[src/rtl/pc_ctrl.sv]
`default_nettype none
// +--------------------------------------------------------------------------+
// | Module   : pc_ctrl                                                       |
// | Purpose  : Redirect and stall controller for the fetch-stage PC register.|
// |            Arbitrates trap, EX-stage and ID-stage redirects into one      |
// |            jump_en_o/jump_addr_o pair. Generates PC hold and IF/ID, ID/EX |
// |            stall/flush controls. Defers trap entry while a multi-cycle EX |
// |            operation is busy, and counts issued redirects.               |
// | Ports    : clk, rst (sync, active-low)                                   |
// |            trap_req_i/trap_addr_i/ex_pc_i     : trap request, vector, EPC |
// |            ex_jump_en_i/ex_jump_addr_i        : EX branch/JALR redirect   |
// |            id_jump_en_i/id_jump_addr_i        : ID JAL redirect           |
// |            hold_req_i                         : EX unit busy              |
// |            jump_en_o/jump_addr_o              : PC load strobe/value      |
// |            hold_pc_o, stall_if_id_o           : freeze controls           |
// |            flush_if_id_o, flush_id_ex_o       : bubble insertion          |
// |            trap_taken_o, trap_epc_o           : trap pulse / latched EPC  |
// |            redirect_cnt_o                     : issued-redirect counter   |
// | Revision : 1.0 - initial release                                         |
// +--------------------------------------------------------------------------+
module pc_ctrl #(
  parameter logic [31:0] RESET_ADDR = 32'h0000_0000,
  parameter int          CNT_W      = 32
) (
  input  logic             clk,
  input  logic             rst,
  input  logic             trap_req_i,
  input  logic [31:0]      trap_addr_i,
  input  logic [31:0]      ex_pc_i,
  input  logic             ex_jump_en_i,
  input  logic [31:0]      ex_jump_addr_i,
  input  logic             id_jump_en_i,
  input  logic [31:0]      id_jump_addr_i,
  input  logic             hold_req_i,
  output logic             jump_en_o,
  output logic [31:0]      jump_addr_o,
  output logic             hold_pc_o,
  output logic             stall_if_id_o,
  output logic             flush_if_id_o,
  output logic             flush_id_ex_o,
  output logic             trap_taken_o,
  output logic [31:0]      trap_epc_o,
  output logic [CNT_W-1:0] redirect_cnt_o
);

  localparam logic [1:0] RUN       = 2'd0;
  localparam logic [1:0] TRAP_WAIT = 2'd1;
  localparam logic [1:0] TRAP_MASK = 2'd2;

  logic [1:0]       state_q, state_d;
  logic [31:0]      epc_q, epc_d;
  logic [CNT_W-1:0] cnt_q, cnt_d;
  logic             trap_fire;

  // State register
  always_ff @(posedge clk) begin
    if (!rst) begin
      state_q <= RUN;
      epc_q   <= 32'h0;
      cnt_q   <= '0;
    end else begin
      state_q <= state_d;
      epc_q   <= epc_d;
      cnt_q   <= cnt_d;
    end
  end

  // Next-state logic
  always_comb begin
    state_d = state_q;
    unique case (state_q)
      RUN: begin
        if (trap_req_i && hold_req_i)
          state_d = TRAP_WAIT;
        else if (trap_req_i)
          state_d = TRAP_MASK;
      end
      // trap_req_i is deliberately not looked at here: once accepted the
      // trap is committed and only waits for the EX unit to go idle.
      TRAP_WAIT: if (!hold_req_i) state_d = TRAP_MASK;
      TRAP_MASK: state_d = RUN;
      default:   state_d = RUN;
    endcase
  end

  // Output logic: all outputs are combinational from state and inputs
  always_comb begin
    jump_en_o     = 1'b0;
    jump_addr_o   = RESET_ADDR;
    hold_pc_o     = 1'b0;
    stall_if_id_o = 1'b0;
    flush_if_id_o = 1'b0;
    flush_id_ex_o = 1'b0;
    trap_fire     = 1'b0;

    if (rst) begin
      unique case (state_q)
        RUN: begin
          if (trap_req_i && !hold_req_i) begin
            trap_fire = 1'b1;
          end else if (trap_req_i) begin
            // Trap accepted but deferred; freeze and drop EX/ID requests.
            hold_pc_o     = 1'b1;
            stall_if_id_o = 1'b1;
          end else if (ex_jump_en_i) begin
            // EX redirect wins over hold: the busy unit is on the wrong path.
            jump_en_o     = 1'b1;
            jump_addr_o   = ex_jump_addr_i;
            flush_if_id_o = 1'b1;
            flush_id_ex_o = 1'b1;
          end else if (id_jump_en_i && !hold_req_i) begin
            jump_en_o     = 1'b1;
            jump_addr_o   = id_jump_addr_i;
            flush_if_id_o = 1'b1;
          end else if (hold_req_i) begin
            // A pending ID redirect is re-presented once hold drops.
            hold_pc_o     = 1'b1;
            stall_if_id_o = 1'b1;
          end
        end
        TRAP_WAIT: begin
          if (!hold_req_i) begin
            trap_fire = 1'b1;
          end else begin
            hold_pc_o     = 1'b1;
            stall_if_id_o = 1'b1;
          end
        end
        TRAP_MASK: begin
          // EX/ID requests in this cycle belong to the wrong path.
          hold_pc_o     = hold_req_i;
          stall_if_id_o = hold_req_i;
        end
        default: ;
      endcase

      if (trap_fire) begin
        jump_en_o     = 1'b1;
        jump_addr_o   = trap_addr_i;
        flush_if_id_o = 1'b1;
        flush_id_ex_o = 1'b1;
      end
    end
  end

  // Datapath next-state: EPC capture and redirect counter
  always_comb begin
    epc_d = trap_fire ? ex_pc_i : epc_q;
    cnt_d = jump_en_o ? cnt_q + CNT_W'(1) : cnt_q;
  end

  assign trap_taken_o   = trap_fire;
  assign trap_epc_o     = epc_q;
  assign redirect_cnt_o = cnt_q;

endmodule
`default_nettype wire

[config.mk]
export PLATFORM = sky130hd
export DESIGN_NAME = pc_ctrl
export DESIGN_NICKNAME = d
export VERILOG_FILES = /design/src/rtl/pc_ctrl.sv
export SDC_FILE = /design/constraint.sdc
export NUM_CORES = 1
export LEC_CHECK = 0
export ABC_AREA = 1
export BUFFER_PORTS_ARGS = -buffer_cell sky130_fd_sc_hd__buf_4
export CORE_AREA = 2 2 102 104
export CTS_BUF_LIST = sky130_fd_sc_hd__clkbuf_8
export DETAILED_ROUTE_END_ITERATION = 16
export DIE_AREA = 0 0 104 106
export PLACE_DENSITY = 0.76
export SETUP_SLACK_MARGIN = 0.1
export SKIP_CTS_REPAIR_TIMING = 1
export SKIP_LAST_GASP = 1
export SYNTH_ARGS = -nofsm -noshare
export SYNTH_HDL_FRONTEND = slang
export SYNTH_SLANG_ARGS = --single-unit
[constraint.sdc]
create_clock -name clk -period 1.65 [get_ports clk]
set_input_delay 0.33 -clock clk [delete_from_list [all_inputs] [get_ports clk]]
set_output_delay 0.33 -clock clk [all_outputs]
set_load 0.05 [all_outputs]
==> impl_metrics.yaml, run 1 <==
status:
  status: "complete, but fails checks"
  violations: "negative setup slack"
yosys:
  syn_inst: 617
  yosysSeqAreaShare: 0.344
  ys_types: 35
  synth.largest_area_cell: "dfxtp_1"
  ys_ff_latch: 66
  synth_area_um2: 3840
  synth.area.top_cells: "dfxtp_1, nand2_1, nor2_1, o31ai_1, a21oi_1"
  syn-num-nets: 755
  synth_top_area_share: 0.344
  async_reset_ff_frac: 0
  synth_ff_type: "dfxtp_1"
  syn_area_per_cell_um2: 6.23
  synth_edf_count: 0
  yosys_warnings: 0
final_layout:
  syn2layout_area_growth_pct: 85.0
  fill_cells: 822
  layout-drive-gt1-share: 0.443
  n_antenna_cell: 0
  fin_util: 0.711
  regArea_um2: 1350
  nets: 1013
  layout.cells.non_filler: 1016
  multi_input_area_um2: 2790
global_routing:
  antenna_found_initial: 0
  grt_max_degree: 41
  grt_pass1_wl_um: 23300
  first_global_vias: 4742
  grt_usage: 0.261
  gr-total-overflow: 0
critical_path:
  end_kind: "primary output"
  cpPeakStageDelay_ns: 0.37
  slowest_stage: "dfxtp_4"
  path_cells: "inv_2, ha_4, nand2_4, nand2_4, nand2_4, nand3_4, clkbuf_16, o31ai_4, buf_6"
  cp_max_fo: 8
  path_buf_inv: 3
  cp-start-kind: "flip-flop"
  crit_required_ns: 1.32
  crit_type: "reg -> out"
  critical_path.most_common_cell: "nand2_4"
  critPathTopFamily: "buffers and inverters"
  cp.arrival_ns: 1.92
job:
  drv_cap: 0
cts:
  root_buffer: "clkbuf_8"
  cts_max_level: 3
  insertion_delay_ns: 0.35
  clock_sinks: 66
  path_clk_slew_ns: 0.08
  cts_made_buffers: 9
  cts_buffer_depth: 2
  cts_tree: "yes"
floorplan:
  die-area_um2: 11000
  floorplan.initialDensity: 0.385
  io_pins: 236
  fp.coreArea_um2: 10000
  num_rows: 37
  die_w_um: 104
  die_y_um: 106
drt:
  drt_iter0_markers: 422
  antenna_left: 0
  via_per_inst: 5.11
  drt-pass1-iter-count: 5
  remaining_drc_errors: 0
  vias: 5190
  avgRoutedWirePerCell_um: 15.7
  routed_wl_um: 16000
sta:
  fin_crit_sh: 1.36
  whs_ns: 0.196
  slew_headroom: 0.686
  rsz0062_at_grt: "true"
  setup_ws_ns: -0.596
  hold_viol_final: 0
  worst_pin_slew_ns: 0.471
  fin_crit_ns: 2.25
  max_freq_mhz: 445
  final_max_slew_viol_count: 0
  skew_ns: 0.0134
  finalSetupTns_ns: -24.31
  setup_viol: 68
power:
  p_total_mw: 4.63
  ir_drop_uv: 662
  power_density_nw_per_um2: 650
  p_leak_nw: 3.18
placement:
  gp_congestion: 0.934
  place_hpwl_um: 11700
  port-buffer-count: 235
  dp.cells: 983
hold_path:
  min_path_type: "in -> reg"
## layout by cell type, fill, tap and decap left out, types with 4 or more instances in the layout
| cell type | n |
|---|---|
| nor2_4 | 4 |
| buf_12 | 8 |
| buf_6 | 41 |
| o31ai_4 | 31 |
| clkinv_2 | 4 |
| inv_1 | 38 |
| nand2_1 | 161 |
| nand4_1 | 14 |
| o21ai_1 | 8 |
| a21oi_1 | 36 |
| nand2_4 | 8 |
| dfxtp_1 | 48 |
| nand3_1 | 19 |
| buf_8 | 4 |
| clkbuf_16 | 5 |
| inv_2 | 7 |
| nor2_1 | 139 |
| o21ai_0 | 9 |
| nor3_1 | 6 |
| buf_4 | 220 |
| nor2_2 | 8 |
| dfxtp_2 | 15 |
| clkbuf_8 | 9 |
## routing by layer
| metal | global-route usage | wire [µm] | vias up |
|---|---|---|---|
| met5 | 0 | 0 | - |
| met4 | 0.0917 | 455 | 0 |
| met3 | 0.0564 | 1160 | 38 |
| met2 | 0.477 | 8300 | 267 |
| met1 | 0.301 | 6050 | 2373 |
| li1 | - | - | 2512 |
## per-stage QoR
| stage | instance area [µm²] | setup WS [ns] |
|---|---|---|
| 6_report | 7110 | -0.596 |
| 5_1_grt | 7110 | -0.665 |
| 4_1_cts | 6560 | -0.616 |
| 3_5_place_dp | 6400 | -0.239 |
| 3_3_place_gp | 6400 | -0.190 |
| 2_1_floorplan | 4450 | -0.332 |
## power breakdown
group          switching, mW  internal, mW  total [mW]
registers             0.0396          1.66        1.70
logic                   1.02         0.751        1.77
clock network          0.628         0.527        1.16
## registers in the layout (all words and copies together) (netlist names)
name            flops
trap_epc_o         32
redirect_cnt_o     32
state_q             2
## final timing paths
path | start | end | slack (ns) | cells after the start
worst min-delay path | ex_pc_i[9] | trap_epc_o[9]$_SDFFE_PN0P_ | 0.20 | 3
worst max-delay path | state_q[0]$_SDFFE_PN0P_ | jump_addr_o[4] | -0.60 | 9
worst max register to register | state_q[0]$_SDFFE_PN0P_ | redirect_cnt_o[27]$_SDFFE_PN0P_ | -0.28 | 15
worst min register to register | trap_epc_o[11]$_SDFFE_PN0P_ | trap_epc_o[11]$_SDFFE_PN0P_ | 0.47 | 2
## kinds of logic (layout without fill, tap and decap cells)
| family | Yosys count | after routing | synth area share |
|---|---|---|---|
| XOR/XNOR | 2 | 2 | 0.00456 |
| adder cells (fa/ha/maj) | 4 | 4 | 0.0130 |
| AO/OA/AOI/OAI | 93 | 93 | 0.146 |
| flip-flops | 66 | 66 | 0.344 |
| AND/OR/NAND/NOR | 372 | 374 | 0.401 |
| buffers and inverters | 80 | 341 | 0.0921 |
## worst min-delay path: cells and delay by family
kind,cells,cell delay [ns]
buffers and inverters,1,0.08
AND/OR/NAND/NOR,2,0.11
## final cells by class
class,instances,area share
clock buffer,9,0.0174
sequential,66,0.190
inverter,47,0.0259
timing repair buffer,278,0.346
tap,136,0.0239
multi-input combinational,473,0.392
clock inverter,7,0.00545
## synth_stat cells, types with 7 or more instances
cell type,instances
o31ai_1,31
inv_1,42
dfxtp_1,66
buf_2,10
nand4_1,14
nor2_1,144
nor3_1,7
o21ai_0,17
nand2_1,170
nand3_1,21
clkbuf_1,11
a21oi_1,38
(Power assumes the default switching activity.)
==> run 2: changes to the inputs <==
- ABC_AREA: 1 -> not set
- CORE_AREA: 2 2 102 104 -> 2 2 98 100
- DIE_AREA: 0 0 104 106 -> 0 0 100 102
- PLACE_DENSITY: 0.76 -> 0.78
==> impl_metrics.yaml, run 2 <==
sta:
  max_freq_mhz: 436
  hold_viol_final: 0
  final_max_slew_viol_count: 0
  rsz0062_at_grt: "true"
  whs_ns: 0.242
  slew_headroom: 0.481
  setup_ws_ns: -0.643
  fin_crit_sh: 1.39
  worst_pin_slew_ns: 0.778
  finalSetupTns_ns: -33.03
  setup_viol: 69
  skew_ns: 0.0116
  fin_crit_ns: 2.29
placement:
  place_hpwl_um: 10600
  port-buffer-count: 235
  dp.cells: 845
  place_ws_ns: -0.566
  gp_congestion: 0.816
  dpl_cell_area_um2: 6640
floorplan:
  die_y_um: 102
  fp.coreArea_um2: 9110
  die_w_um: 100
  die-area_um2: 10200
  floorplan.initialDensity: 0.385
  io_pins: 236
  num_rows: 35
drt:
  routed_wl_um: 15700
  vias: 4634
  remaining_drc_errors: 0
  drt_iter0_markers: 203
  via_per_inst: 5.29
  antenna_left: 0
  drt-pass1-iter-count: 4
  avgRoutedWirePerCell_um: 18.0
final_layout:
  final_common_cell: "buf_4"
  layout.cells.non_filler: 876
  nets: 898
  layout-drive-gt1-share: 0.617
  syn2layout_area_growth_pct: 113
  final_cell_mix: "buf_4, nand2_1, a21oi_1"
  stdcell_area_um2: 7470
  multi_input_area_um2: 2910
  n_antenna_cell: 0
  fill_cells: 543
  fin_util: 0.820
  regArea_um2: 1390
job:
  drv_cap: 0
hold_path:
  min_from: "ex_pc_i[11]"
  hold_depth: 3
  min_path_type: "in -> reg"
  whs_endpoint: "trap_epc_o[11]$_SDFFE_PN0P_"
yosys:
  synth_area_um2: 3510
  syn_area_per_cell_um2: 7.58
  syn-num-nets: 601
  yosysMostFrequentCell: "nand2_1"
  yosys_warnings: 0
  synth.largest_area_cell: "dfxtp_1"
  yosysSeqAreaShare: 0.377
  async_reset_ff_frac: 0
  synth_edf_count: 0
  synth_common_cells: "nand2_1, dfxtp_1, a21oi_1"
  syn_inst: 463
  synth.area.top_cells: "dfxtp_1, nand2_1, mux2i_1, a21oi_1, o21ai_0"
  synth_top_area_share: 0.377
  synth_ff_type: "dfxtp_1"
  ys_types: 37
  ys_ff_latch: 66
status:
  status: "complete, but fails checks"
  violations: "negative setup slack"
power:
  ir_drop_uv: 633
  power_density_nw_per_um2: 618
  switching_share: 0.354
  power.share.combinational: 0.375
  p_seq_frac: 0.360
  p_total_mw: 4.61
  p_sw_mw: 1.63
  p_int_mw: 2.98
  p_leak_nw: 3.41
  pwr-share-clk: 0.265
global_routing:
  grt_max_degree: 68
  gr-total-overflow: 0
  grt_pass1_wl_um: 20200
  antenna_found_initial: 0
  grt_usage: 0.249
  first_global_vias: 4302
critical_path:
  regToRegSetupSlack_ns: -0.62
  crit_type: "reg -> out"
  crit_required_ns: 1.32
  r2r_end: "redirect_cnt_o[28]$_SDFFE_PN0P_"
  path_buf_inv: 4
  rr_startpoint: "state_q[0]$_SDFFE_PN0P_"
  cp-start-kind: "flip-flop"
  slowest_stage: "dfxtp_4"
  cp.arrival_ns: 1.96
  critPathTopFamily: "buffers and inverters"
  end_kind: "primary output"
  cp_max_fo: 6
  path_cells: "inv_4, ha_4, buf_6, nor2b_4, o211a_4, nand2_8, buf_12, o21ai_4, buf_8"
  rr_worst_depth: 10
  cpPeakStageDelay_ns: 0.37
cts:
  path_clk_slew_ns: 0.07
  cts_made_buffers: 9
  insertion_delay_ns: 0.33
  cts_tree: "yes"
  root_buffer: "clkbuf_8"
  clock_sinks: 66
  cts_buffer_depth: 2
  cts_max_level: 3
run 2: worst max path at each step:
| stage | cells past startpoint | slack, ns | to | start |
|---|---|---|---|---|
| floorplan | 10 | -0.44 | jump_addr_o[22] | state_q[1]$_SDFFE_PN0P_ |
| global placement | 9 | -0.48 | redirect_cnt_o[28]$_SDFFE_PN0P_ | state_q[1]$_SDFFE_PN0P_ |
| detailed placement | 9 | -0.57 | redirect_cnt_o[28]$_SDFFE_PN0P_ | state_q[1]$_SDFFE_PN0P_ |
| CTS | 9 | -0.86 | jump_addr_o[22] | state_q[1]$_SDFFE_PN0P_ |
| global route | 9 | -0.72 | jump_addr_o[9] | state_q[0]$_SDFFE_PN0P_ |
| finish | 9 | -0.64 | jump_addr_o[9] | state_q[0]$_SDFFE_PN0P_ |
run 2: worst register-to-register path: cells and delay by family (launching register included):
| kind | cells | cell delay (ns) |
|---|---|---|
| AO/OA/AOI/OAI | 3 | 0.48 |
| AND/OR/NAND/NOR | 2 | 0.72 |
| flip-flops | 1 | 0.37 |
| buffers and inverters | 4 | 0.51 |
| adder cells (fa/ha/maj) | 1 | 0.14 |
run 2: kinds of logic after synthesis:
| group | count (synthesis) | share of synthesized area |
|---|---|---|
| AOI/OAI and AO/OA | 119 | 0.191 |
| muxes | 32 | 0.0913 |
| adders and majority gates | 4 | 0.0143 |
| buffers and inverters | 47 | 0.0542 |
| and+or+nand+nor | 178 | 0.230 |
| xor gates and xnor gates | 17 | 0.0424 |
| DFF | 66 | 0.377 |
run 2: cell type report:
type / count / share of cell area
Multi-Input combinational cell: 351 / 0.389
Timing Repair Buffer: 321 / 0.376
Inverter: 11 / 0.00787
Sequential cell: 66 / 0.185
Clock buffer: 11 / 0.0203
Tap cell: 111 / 0.0186
Clock inverter: 5 / 0.00302
run 2: power by group through the flow:
stage          Combinational [mW]  Sequential [mW]  Clock (mW)
6_report                     1.73             1.66        1.22
5_1_grt                      1.80             1.67        1.33
4_1_cts                      1.51             1.66        1.24
3_5_place_dp                 1.50             1.70           0
3_3_place_gp                 1.48             1.69           0
2_1_floorplan               0.768             1.88           0
run 2: per-layer routing:
metal / track usage / part of all wire / vias to the layer above / routed length, µm
met5: 0 / 0 / - / 0
met4: 0.0674 / 0.024 / 0 / 379
met3: 0.0841 / 0.078 / 27 / 1230
met2: 0.471 / 0.53 / 190 / 8390
met1: 0.264 / 0.36 / 2216 / 5740
li1: - / - / 2201 / -
==> run 3: changes to the inputs <==
- PLACE_DENSITY: 0.78 -> not set
- PLACE_DENSITY_LB_ADDON: not set -> 0.25
==> impl_metrics.yaml, run 3 (synthesized netlist as in run 2, its figures left out) <==
drt:
  drt-pass1-iter-count: 5
  antenna_left: 0
  drt_iter0_markers: 135
  via_per_inst: 5.33
  remaining_drc_errors: 0
  avgRoutedWirePerCell_um: 18.1
  routed_wl_um: 16100
  vias: 4733
final_layout:
  fill_cells: 497
  regArea_um2: 1390
  final_common_cell: "buf_4"
  final_cell_mix: "buf_4, nand2_1, a21oi_1"
  nets: 910
  syn2layout_area_growth_pct: 119
  stdcell_area_um2: 7690
  layout-drive-gt1-share: 0.632
  n_antenna_cell: 0
  layout.cells.non_filler: 888
  multi_input_area_um2: 2920
  fin_util: 0.844
sta:
  skew_ns: 0.0113
  fin_crit_sh: 1.40
  setup_ws_ns: -0.662
  worst_pin_slew_ns: 0.772
  final_max_slew_viol_count: 0
  setup_viol: 70
  rsz0062_at_grt: "true"
  max_freq_mhz: 432
  hold_viol_final: 0
  slew_headroom: 0.485
  fin_crit_ns: 2.31
cts:
  insertion_delay_ns: 0.35
  cts_made_buffers: 9
  cts_tree: "yes"
  path_clk_slew_ns: 0.08
  cts_buffer_depth: 2
  clock_sinks: 66
  root_buffer: "clkbuf_8"
  cts_max_level: 3
critical_path:
  crit_required_ns: 1.32
  end_kind: "primary output"
  critPathTopFamily: "buffers and inverters"
  path_buf_inv: 4
  slowest_stage: "dfxtp_4"
  cp-start-kind: "flip-flop"
  crit_type: "reg -> out"
  cp_max_fo: 8
  cp.arrival_ns: 1.98
  cpPeakStageDelay_ns: 0.37
  regToRegSetupSlack_ns: -0.63
  path_cells: "inv_2, ha_4, a21oi_2, buf_4, or2_4, nand2_8, clkbuf_16, o21ai_4, buf_6"
placement:
  place_hpwl_um: 10300
  port-buffer-count: 235
  gp_congestion: 0.853
  dpl_cell_area_um2: 6660
  dp.cells: 848
status:
  violations: "negative setup slack"
  status: "complete, but fails checks"
power:
  p_leak_nw: 3.50
  power_density_nw_per_um2: 689
  ir_drop_uv: 947
global_routing:
  use_met1: 0.266
  grt.met3_usage: 0.0629
  antenna_found_initial: 0
  first_global_vias: 4385
  use_met2: 0.464
  grt_max_degree: 68
  gr-total-overflow: 0
  grt-busiest-layer: "met2"
  grt_pass1_wl_um: 20300
  grt_usage: 0.247
floorplan:
  io_pins: 236
  fp.coreArea_um2: 9110
  num_rows: 35
  die_y_um: 102
  die-area_um2: 10200
  die_w_um: 100
  floorplan.initialDensity: 0.385
job:
  drv_cap: 0
hold_path:
  min_path_type: "in -> reg"
-- run 3: metal layers --
| layer | share of wire | vias up | routed length [µm] |
|---|---|---|---|
| met4 | 0.028 | 0 | 454 |
| met3 | 0.074 | 33 | 1200 |
| met1 | 0.36 | 2275 | 5770 |
| li1 | - | 2224 | - |
| met2 | 0.54 | 201 | 8660 |
| met5 | 0 | - | 0 |
-- run 3: worst paths after layout --
| path | start | end | cells after the start |
|---|---|---|---|
| setup / recovery | state_q[0]$_SDFFE_PN0P_ | jump_addr_o[4] | 9 |
| hold reg to reg | trap_epc_o[8]$_SDFFE_PN0P_ | trap_epc_o[8]$_SDFFE_PN0P_ | 2 |
| setup reg to reg | state_q[0]$_SDFFE_PN0P_ | redirect_cnt_o[26]$_SDFFE_PN0P_ | 11 |
| hold / removal | ex_pc_i[12] | trap_epc_o[12]$_SDFFE_PN0P_ | 3 |
-- run 3: layout make-up --
cell class,count,share of cell area
clock buffers,10,0.0179
clock inverters,6,0.0179
inverters,11,0.00733
multi-input cells,351,0.380
flip-flops and latches,66,0.180
well taps,111,0.0181
repair buffers,333,0.378
-- run 3: worst min-delay path, delay by kind of cell --
kind / cells / cell delay [ns]
buf+inv: 1 / 0.11
compound gates: 1 / 0.05
simple gates: 1 / 0.04
-- run 3: per-stage QoR --
stage                     setup WS [ns]  power [mW]  hold WS [ns]  setup TNS (ns)
after global placement           -0.494        3.17         0.443          -23.53
after global routing             -0.713        5.46         0.220          -39.21
final                            -0.662        5.29         0.221          -34.84
after floorplan                  -0.443        2.65         0.466          -18.28
after CTS                        -0.843        5.07         0.210          -42.82
after detailed placement         -0.533        3.21         0.449          -27.44
-- run 3: power by group --
| part | switching, mW | internal (mW) | total, mW |
|---|---|---|---|
| logic | 0.996 | 0.759 | 1.75 |
| clock network | 0.674 | 1.20 | 1.88 |
| registers | 0.0322 | 1.63 | 1.66 |
| total | 1.70 | 3.59 | 5.29 |
